`src/rtl/trng_pkg.sv`:
```
// rtl/trng_pkg.sv - shared state and mux-select encodings for the TRNG conditioning sequencer
`timescale 1ns/1ps
package trng_pkg;

    // Sequencer states, 3-bit encoding.
    typedef enum logic [2:0] {
        ST_IDLE    = 3'd0,
        ST_START   = 3'd1,
        ST_WAIT    = 3'd2,
        ST_NEXT    = 3'd3,
        ST_CAPTURE = 3'd4,
        ST_ABORT   = 3'd5
    } state_t;

    // Hash input mux: entropy source or feedback from the intermediate digest.
    localparam logic SEL_SRC = 1'b0;
    localparam logic SEL_FB  = 1'b1;

endpackage

```
`src/rtl/trng_timeout_cnt.sv`:
```
// rtl/trng_timeout_cnt.sv - per-round hash wait timeout counter
// Ports: clk, Resetn (async active-low), clr (zero the count), en (advance the count),
//        expired (count has reached the last permitted wait cycle).
`timescale 1ns/1ps
module trng_timeout_cnt #(
    parameter int P_TIMEOUT  = 1023,
    parameter int P_TO_WIDTH = 10
) (
    input  logic clk,
    input  logic Resetn,
    input  logic clr,
    input  logic en,
    output logic expired
);

    // The count equals the number of wait cycles already spent, so the
    // P_TIMEOUT-th wait cycle is the one that sees expired high.
    localparam logic [P_TO_WIDTH-1:0] LIMIT = P_TO_WIDTH'(P_TIMEOUT - 1);

    logic [P_TO_WIDTH-1:0] cnt_q, cnt_d;

    always_comb begin
        cnt_d = cnt_q;
        if (clr) begin
            cnt_d = '0;
        end else if (en && (cnt_q < LIMIT)) begin
            cnt_d = cnt_q + P_TO_WIDTH'(1);
        end
    end

    always_ff @(posedge clk or negedge Resetn) begin
        if (!Resetn) begin
            cnt_q <= '0;
        end else begin
            cnt_q <= cnt_d;
        end
    end

    assign expired = (cnt_q >= LIMIT);

endmodule

```
`src/rtl/trng_cond_seq.sv`:
```
// rtl/trng_cond_seq.sv - TRNG conditioning sequencer: source select, chained hash rounds, commit or abort
// Ports: host side TRNG_Go/Op_Src/Op_Rounds/Op_Out_Sel in, TRNG_Done/Busy/Err out;
//        datapath side src_sel/chain_sel/out_sel, Hash_Go out, Hash_done in,
//        rst_reg_1/2 and en_reg_1/2 register controls, round_cnt progress.
// Every output is a register; values decided in a state appear during the following cycle.
`timescale 1ns/1ps
module trng_cond_seq
    import trng_pkg::*;
#(
    parameter int P_SRC_WIDTH   = 2,
    parameter int P_ROUND_WIDTH = 4,
    parameter int P_TIMEOUT     = 1023,
    parameter int P_TO_WIDTH    = 10
) (
    input  logic                     clk,
    input  logic                     Resetn,
    input  logic                     TRNG_Go,
    input  logic [P_SRC_WIDTH-1:0]   Op_Src,
    input  logic [P_ROUND_WIDTH-1:0] Op_Rounds,
    input  logic                     Op_Out_Sel,
    output logic                     TRNG_Done,
    output logic                     TRNG_Busy,
    output logic                     TRNG_Err,
    output logic [P_SRC_WIDTH-1:0]   src_sel,
    output logic                     chain_sel,
    output logic                     out_sel,
    output logic                     Hash_Go,
    input  logic                     Hash_done,
    output logic                     rst_reg_1,
    output logic                     rst_reg_2,
    output logic                     en_reg_1,
    output logic                     en_reg_2,
    output logic [P_ROUND_WIDTH-1:0] round_cnt
);

    state_t                   state_q, state_d;
    logic                     done_q, done_d;
    logic                     busy_q, busy_d;
    logic                     err_q, err_d;
    logic [P_SRC_WIDTH-1:0]   src_q, src_d;
    logic                     chain_q, chain_d;
    logic                     out_sel_q, out_sel_d;
    logic                     hash_go_q, hash_go_d;
    logic                     rst1_q, rst1_d;
    logic                     rst2_q, rst2_d;
    logic                     en1_q, en1_d;
    logic                     en2_q, en2_d;
    logic [P_ROUND_WIDTH-1:0] round_q, round_d;
    logic [P_ROUND_WIDTH-1:0] rounds_lat_q, rounds_lat_d;
    logic                     osel_lat_q, osel_lat_d;

    logic to_clr, to_en, to_expired;

    trng_timeout_cnt #(
        .P_TIMEOUT  (P_TIMEOUT),
        .P_TO_WIDTH (P_TO_WIDTH)
    ) u_timeout (
        .clk     (clk),
        .Resetn  (Resetn),
        .clr     (to_clr),
        .en      (to_en),
        .expired (to_expired)
    );

    always_comb begin
        state_d      = state_q;
        done_d       = done_q;
        busy_d       = busy_q;
        err_d        = err_q;
        src_d        = src_q;
        chain_d      = chain_q;
        out_sel_d    = out_sel_q;
        hash_go_d    = 1'b0;
        rst1_d       = 1'b0;
        rst2_d       = 1'b0;
        en1_d        = 1'b0;
        en2_d        = 1'b0;
        round_d      = round_q;
        rounds_lat_d = rounds_lat_q;
        osel_lat_d   = osel_lat_q;
        to_clr       = 1'b0;
        to_en        = 1'b0;

        unique case (state_q)
            ST_IDLE: begin
                if (TRNG_Go) begin
                    // A zero round request still runs one conditioning round.
                    rounds_lat_d = (Op_Rounds == '0) ? P_ROUND_WIDTH'(1) : Op_Rounds;
                    osel_lat_d   = Op_Out_Sel;
                    src_d        = Op_Src;
                    chain_d      = SEL_SRC;
                    round_d      = '0;
                    done_d       = 1'b0;
                    busy_d       = 1'b1;
                    err_d        = 1'b0;
                    state_d      = ST_START;
                end
            end
            ST_START: begin
                hash_go_d = 1'b1;
                to_clr    = 1'b1;
                state_d   = ST_WAIT;
            end
            ST_WAIT: begin
                // Completion takes priority over an expiry in the same cycle.
                if (Hash_done) begin
                    en2_d   = 1'b1;
                    round_d = round_q + P_ROUND_WIDTH'(1);
                    state_d = ST_NEXT;
                end else if (to_expired) begin
                    state_d = ST_ABORT;
                end else begin
                    to_en = 1'b1;
                end
            end
            ST_NEXT: begin
                if (round_q < rounds_lat_q) begin
                    chain_d = SEL_FB;
                    state_d = ST_START;
                end else begin
                    state_d = ST_CAPTURE;
                end
            end
            ST_CAPTURE: begin
                en1_d     = 1'b1;
                out_sel_d = osel_lat_q;
                done_d    = 1'b1;
                busy_d    = 1'b0;
                state_d   = ST_IDLE;
            end
            ST_ABORT: begin
                // Scrub both digest registers so no partial result survives.
                rst1_d  = 1'b1;
                rst2_d  = 1'b1;
                err_d   = 1'b1;
                chain_d = SEL_SRC;
                done_d  = 1'b1;
                busy_d  = 1'b0;
                state_d = ST_IDLE;
            end
            default: begin
                state_d = ST_IDLE;
                done_d  = 1'b1;
                busy_d  = 1'b0;
            end
        endcase
    end

    always_ff @(posedge clk or negedge Resetn) begin
        if (!Resetn) begin
            state_q      <= ST_IDLE;
            done_q       <= 1'b1;
            busy_q       <= 1'b0;
            err_q        <= 1'b0;
            src_q        <= '0;
            chain_q      <= SEL_SRC;
            out_sel_q    <= 1'b0;
            hash_go_q    <= 1'b0;
            rst1_q       <= 1'b1;
            rst2_q       <= 1'b1;
            en1_q        <= 1'b0;
            en2_q        <= 1'b0;
            round_q      <= '0;
            rounds_lat_q <= '0;
            osel_lat_q   <= 1'b0;
        end else begin
            state_q      <= state_d;
            done_q       <= done_d;
            busy_q       <= busy_d;
            err_q        <= err_d;
            src_q        <= src_d;
            chain_q      <= chain_d;
            out_sel_q    <= out_sel_d;
            hash_go_q    <= hash_go_d;
            rst1_q       <= rst1_d;
            rst2_q       <= rst2_d;
            en1_q        <= en1_d;
            en2_q        <= en2_d;
            round_q      <= round_d;
            rounds_lat_q <= rounds_lat_d;
            osel_lat_q   <= osel_lat_d;
        end
    end

    assign TRNG_Done = done_q;
    assign TRNG_Busy = busy_q;
    assign TRNG_Err  = err_q;
    assign src_sel   = src_q;
    assign chain_sel = chain_q;
    assign out_sel   = out_sel_q;
    assign Hash_Go   = hash_go_q;
    assign rst_reg_1 = rst1_q;
    assign rst_reg_2 = rst2_q;
    assign en_reg_1  = en1_q;
    assign en_reg_2  = en2_q;
    assign round_cnt = round_q;

endmodule
```
`config.mk`:
```
export PLATFORM = sky130hd
export DESIGN_NAME = trng_cond_seq
export DESIGN_NICKNAME = d
export VERILOG_FILES = /design/src/rtl/trng_pkg.sv /design/src/rtl/trng_timeout_cnt.sv /design/src/rtl/trng_cond_seq.sv
export SDC_FILE = /design/constraint.sdc
export NUM_CORES = 1
export LEC_CHECK = 0
export BUFFER_PORTS_ARGS = -buffer_cell sky130_fd_sc_hd__buf_2
export CORE_MARGIN = 1
export CORE_UTILIZATION = 39
export CTS_CLUSTER_DIAMETER = 100
export DETAILED_ROUTE_END_ITERATION = 6
export PLACE_DENSITY_LB_ADDON = 0.1
export SYNTH_ARGS = -nofsm -noshare
export SYNTH_HDL_FRONTEND = slang
export SYNTH_SLANG_ARGS = --single-unit
```
`constraint.sdc`:
```
create_clock -name clk -period 2.15 [get_ports clk]
set_input_delay 0.1075 -clock clk [delete_from_list [all_inputs] [get_ports clk]]
set_output_delay 0.1075 -clock clk [all_outputs]
set_load 0.01 [all_outputs]
```
==> flow_metrics.env, run 1 <==
export IMPL_final_cell_mix="31 x dfrtp_1, 26 x buf_2, 13 x o21ai_0, 12 x nand2_1, 12 x nor2_1"
export IMPL_antenna_found_initial=0
export IMPL_maxCapViolations=0
export IMPL_grt_max_degree=34
export IMPL_synth_top_area_cell="dfrtp_1"
export IMPL_ant_nets=0
export IMPL_synthArstFlopShare_pct=100.0
export IMPL_synth_nets=161
export IMPL_leakage_nw=0.8654
export IMPL_ys_warn_count=0
export IMPL_rows=22
export IMPL_cp_max_fo=7
export IMPL_fin_setup_tns_ps=0
export IMPL_hold_viol_final=0
export IMPL_post_drt_via_cell_ratio=5.129
export IMPL_layout_commonest_cell="dfrtp_1"
export IMPL_synth_main_ff_cell="dfrtp_1"
export IMPL_rsz0062_at_grt="no"
export IMPL_cts_sinks=33
export IMPL_gp_congestion=0.7938
export IMPL_grt_util_met3_pct=5.986
export IMPL_slew_headroom_pct=50.63
export IMPL_crit_type="flop to flop"
export IMPL_num_vias=1149
export IMPL_yosys_register_bits=33
export IMPL_pin_count=27
export IMPL_grt_first_pass_wirelength_um=5250
export IMPL_area_growth_pct=18.08
export IMPL_hold_worst_slack_ps=37.21
export IMPL_critPathArrivalTime_ps=1970
export IMPL_grt_pass1_vias=1226
export IMPL_grt_busiest_layer="met2"
export IMPL_synth_top_area_share_pct=50.04
export IMPL_syn_avg_cell_area_um2=10.77
export IMPL_routed_wl_um=2929
export IMPL_p_clk_share_pct=22.9
export IMPL_clockRootBuffer="clkbuf_8"
export IMPL_ys_seq_area_share_pct=53.43
export IMPL_io_buffers=26
export IMPL_fp_coreArea_um2=3744
export IMPL_fmax_mhz=551.8
export IMPL_cts_tree="yes"
export IMPL_synth_area_um2=1550
export IMPL_peakVddDrop_mv=0.6303
export IMPL_swShare_pct=35.74
export IMPL_startpoint_type="flop"
export IMPL_grt_usage_pct=16.83
export IMPL_drv_slew=0
export IMPL_layout_drive_gt1_share_pct=26.70
export IMPL_clock_path_buffers=2
export IMPL_htreeDepth=2
export IMPL_wire_per_inst_um=13.08
export IMPL_synth_edff_count=0
export IMPL_numCtsBuffers=5
export IMPL_worst_pin_slew_ps=740.5
export IMPL_status="complete, no violations"
export IMPL_drc=0
export IMPL_end_kind="flop"
export IMPL_dp_hpwl_um=2116
export IMPL_crit_required_ps=2300
export IMPL_final_cells=224
export IMPL_power_frac_comb_pct=32.4
export IMPL_fp_dieH_um=65.05
export IMPL_netSwitchingPower_mw=0.7978
export IMPL_cts_resized=0
export IMPL_met1_usage_pct=17.59
export IMPL_finalSetupViolCount=0
export IMPL_p_int_mw=1.434
export IMPL_clock_latency_ps=280
export IMPL_grt_met2_usage_pct=29.17
export IMPL_drtPass1Iterations=4
export IMPL_power_density_nw_per_um2=1219
export IMPL_gr_total_overflow=0
export IMPL_layout_min_cycle_time_ps=1812
export IMPL_cts_clk_slew_worst_paths_ps=70
export IMPL_fin_worst_skew_ps=3.862
export IMPL_synth_cell_type_count=40
export IMPL_cts_setup_buffers=0
export IMPL_seq_power_share_pct=44.7
export IMPL_hold_class="primary input to flop"
export IMPL_n_antenna_cell=0
export IMPL_dp_cells=215
export IMPL_die_w_um=65.05
export IMPL_nNetsFinal=192
export IMPL_start_util_pct=41.41
export IMPL_first_iter_violations=41
export IMPL_fin_crit_sh_pct=84.29
export IMPL_die_area_um2=4231
export IMPL_synth_area_leaders="dfrtp_1 50%, ha_1 4.8%, o21ai_0 4.2%"
export IMPL_syn_inst=144
-- cell usage after synthesis, types with 2 or more instances --
cell type   n
a21oi_1     6
buf_2       2
nor3_1      3
nand2b_1    2
mux2_2      4
nand4_1     2
inv_1      10
dfstp_2     2
a211oi_1    2
ha_1        6
o21ai_0    13
nor2_1     12
nand3_1     6
o211ai_1    2
dfrtp_1    31
nand2_1    12
and3_1      2
xor2_1      2
o31ai_1     3
buf_4       2
-- critical path: stages, from the launching register on --
cell,delay (ps)
dfrtp_1,430
inv_1,60
ha_1,180
o21ai_0,370
o21ai_1,250
o311ai_1,270
o41ai_1,110
-- power by group through the flow --
stage	sequential [mW]	clock, mW	combinational (mW)
finish	0.998	0.511	0.723
global route	1.03	0.555	0.848
CTS	1.00	0.538	0.739
detailed placement	1.01	0	0.733
global placement	0.997	0	0.722
floorplan	0.975	0	0.543
-- path summary, 6_finish.rpt --
path	startpoint	cells after the start	end	slack, ps
min in group asynchronous	Resetn	2	Hash_Go	420
worst min-delay path	Op_Rounds[2]	3	rounds_lat_q[2]	40
max in group asynchronous	Resetn	2	en_reg_2	1260
worst max register to register	u_timeout.cnt_q[0]	6	u_timeout.cnt_q[7]	340
worst min register to register	TRNG_Busy	1	TRNG_Busy	480
worst max-delay path	u_timeout.cnt_q[0]	6	u_timeout.cnt_q[7]	340
-- routing by layer --
metal  routed length [um]  share of wire (%)  vias to the layer above
li1                     -                  -                      569
met1                 1252                 43                      560
met2                 1502                 51                       15
met3                  106                3.6                        5
met4                   68                2.3                        0
met5                    0                  0                        -
-- cell families after synthesis --
family	count (synthesis)	synth area share, %
buffers and inverters	15	4.762
adder cells (fa/ha/maj)	6	4.842
multiplexers	5	3.551
AO/OA/AOI/OAI	35	15.34
XOR/XNOR	2	1.130
flip-flops	33	53.43
AND/OR/NAND/NOR	48	16.95
-- stage by stage --
step	instance area, um2	power [mW]	setup slack (ps)	util, %
2_1_floorplan	1550	1.518	515.1	-
3_3_place_gp	1719	1.719	377.0	45.92
3_5_place_dp	1719	1.746	337.8	45.92
4_1_cts	1831	2.277	326.4	48.90
5_1_grt	1831	2.435	121.5	48.90
6_report	1831	2.232	337.7	48.90
-- what timing repair did --
action,4_1_cts,5_1_grt
hold endpoints to repair,31,0
setup endpoints to repair,0,0
hold buffers,1,0
-- final cells by class --
type                            count  area, um2
Fill cell                         381       1913
Sequential cell                    33      828.3
Multi-Input combinational cell     96      648.1
Timing Repair Buffer               29      155.1
Clock buffer                        7      96.34
Tap cell                           48      60.06
Inverter                           10      37.54
Clock inverter                      1      5.005
-- sequential cells by signal, summed over array words and instances (netlist names) --
register / cells
TRNG_Err: 1
out_sel: 1
osel_lat_q: 1
TRNG_Done: 1
src_sel: 2
en_reg_1: 1
rst_reg_2: 1
chain_sel: 1
round_cnt: 4
en_reg_2: 1
u_timeout.cnt_q: 10
state_q: 3
rounds_lat_q: 4
Hash_Go: 1
TRNG_Busy: 1
Note: power is estimated with default switching activity, not from simulation.
==> run 2, diff against run 1 <==
clock period = 1.9 ns   (was 2.15 ns; I/O delays follow)
==> run 2 against run 1 <==
Net effect:
- sequential power is 6% higher
- clock power increased by 11%
- utilization grew 1.1 points
- die area unchanged
- combinational power up 34%
- worst setup slack worse by 150 ps
- first-iteration DRC count unchanged
- global-route usage down 1.0 points
- total power up 16%
- sequential share of layout area shrank 1.0 points
- largest cell class unchanged
- largest power group unchanged
==> flow_metrics.env, run 2 (synthesis results as in run 1) <==
export IMPL_status="complete, no violations"
export IMPL_worstPathCellList="nor4b_4 > nand4_1 > o311ai_1 > o41ai_1"
export IMPL_numCtsBuffers=5
export IMPL_maxCapViolations=0
export IMPL_final_cells=228
export IMPL_fin_worst_skew_ps=6.285
export IMPL_finalSetupViolCount=0
export IMPL_dp_hpwl_um=2064
export IMPL_cp_max_fo=5
export IMPL_rsz0062_at_grt="no"
export IMPL_die_w_um=65.05
export IMPL_cts_setup_buffers=0
export IMPL_start_util_pct=41.41
export IMPL_antenna_found_initial=0
export IMPL_fmax_mhz=584.5
export IMPL_hold_class="primary input to flop"
export IMPL_rows=22
export IMPL_routed_wl_um=2826
export IMPL_post_drt_via_cell_ratio=5.022
export IMPL_num_vias=1145
export IMPL_gr_total_overflow=0
export IMPL_wire_per_inst_um=12.39
export IMPL_multi_input_area_um2=648.1
export IMPL_pre_cts_ws_ps=65.27
export IMPL_dp_cells=219
export IMPL_clock_path_buffers=2
export IMPL_grt_first_pass_wirelength_um=4885
export IMPL_slew_headroom_pct=51.58
export IMPL_cts_sinks=33
export IMPL_clockRootBuffer="clkbuf_8"
export IMPL_leakage_nw=0.8899
export IMPL_final_cell_mix="31 x dfrtp_1, 26 x buf_2, 12 x nand2_1, 12 x nor2_1, 12 x o21ai_0"
export IMPL_layout_commonest_cell="dfrtp_1"
export IMPL_pin_count=27
export IMPL_critPathArrivalTime_ps=1860
export IMPL_fp_coreArea_um2=3744
export IMPL_power_total_mw=2.593
export IMPL_cts_clk_slew_worst_paths_ps=70
export IMPL_grt_max_degree=34
export IMPL_grt_usage_pct=15.79
export IMPL_slowest_delay_ps=440
export IMPL_grt_pass1_vias=1133
export IMPL_area_growth_pct=20.82
export IMPL_fp_dieH_um=65.05
export IMPL_slowest_stage="nor4b_4"
export IMPL_crit_type="flop to flop"
export IMPL_seqCellArea_um2=828.3
export IMPL_layout_min_cycle_time_ps=1711
export IMPL_drc=0
export IMPL_cp_num_buf_inv=0
export IMPL_drtPass1Iterations=4
export IMPL_fin_setup_tns_ps=0
export IMPL_gp_congestion=0.7995
export IMPL_first_iter_violations=41
export IMPL_end_kind="flop"
export IMPL_peakVddDrop_mv=0.8885
export IMPL_drv_slew=0
export IMPL_power_density_nw_per_um2=1384
export IMPL_clock_latency_ps=280
export IMPL_crit_family="simple AND/OR/NAND/NOR gates"
export IMPL_dpl_cell_area_um2=1762
export IMPL_fin_ws_ps=189.1
export IMPL_crit_required_ps=2050
export IMPL_layout_drive_gt1_share_pct=28.33
export IMPL_ant_nets=0
export IMPL_htreeDepth=2
export IMPL_regMostFlops="u_timeout.cnt_q"
export IMPL_n_antenna_cell=0
export IMPL_nNetsFinal=196
export IMPL_fin_crit_sh_pct=90.05
export IMPL_largest_register_ffs=10
export IMPL_cts_tree="yes"
export IMPL_die_area_um2=4231
export IMPL_worst_pin_slew_ps=726.3
export IMPL_startpoint_type="flop"
export IMPL_hold_viol_final=0
export IMPL_stdcell_area_um2=1873
export IMPL_fillCellCount=378
export IMPL_io_buffers=26
[run 2: changes by cell type in the layout (fill, tap and decap cells not counted)]
cell     before  now
buf_4         2    5
buf_12        0    1
o21ai_0      13   12
o21ai_1       1    2
[run 2: final cells by class]
type | count | share of cell area [%]
multi-input combinational | 96 | 34.60
timing repair buffer | 33 | 10.55
clock inverter | 1 | 0.2672
inverter | 10 | 2.004
clock buffer | 7 | 5.144
sequential | 33 | 44.22
tap | 48 | 3.206
[run 2: timing repair]
action,in CTS,in global routing
gates resized for setup,0,1
hold buffers,1,0
setup endpoints to repair,0,4
endpoints found under the hold margin,31,0
[run 2: metal layers]
| layer | track usage, % | up-vias | part of all wire [%] |
|---|---|---|---|
| met4 | 9.511 | 0 | 2.2 |
| met3 | 5.106 | 7 | 3.6 |
| met2 | 26.56 | 19 | 50 |
| met5 | 0 | - | 0 |
| met1 | 17.19 | 540 | 44 |
| li1 | - | 579 | - |
[run 2: report_power, final]
part | leakage, nW | total (mW) | switching (mW) | internal [mW]
Sequential | 0.423 | 1.06 | 0.125 | 0.933
Clock | 0.0542 | 0.568 | 0.241 | 0.327
Combinational | 0.412 | 0.968 | 0.531 | 0.437
[run 2: path summary, 6_finish.rpt]
| check | start | to | slack, ps | depth (start not counted) |
|---|---|---|---|---|
| worst max-delay path | state_q[0] | u_timeout.cnt_q[7] | 190 | 4 |
| worst min-delay path | Op_Rounds[2] | rounds_lat_q[2] | 40 | 3 |
| worst max register to register | state_q[0] | u_timeout.cnt_q[7] | 190 | 4 |
| worst min register to register | TRNG_Busy | TRNG_Busy | 480 | 1 |
| max in group asynchronous | Resetn | chain_sel | 1030 | 2 |
| min in group asynchronous | Resetn | u_timeout.cnt_q[4] | 410 | 2 |
[run 2: tightest hold or removal path: cells and delay by family]
family,cells,cell delay [ps]
simple gates,1,40
buf+inv,1,90
compound gates,1,60
[run 2: through the flow]
step | utilization, % | hold WS, ps
6_report | 50.03 | 41.31
5_1_grt | 50.03 | 47.22
4_1_cts | 50.03 | 31.59
3_5_place_dp | 47.06 | 202.8
3_3_place_gp | 47.06 | 194.2
2_1_floorplan | - | -200.6
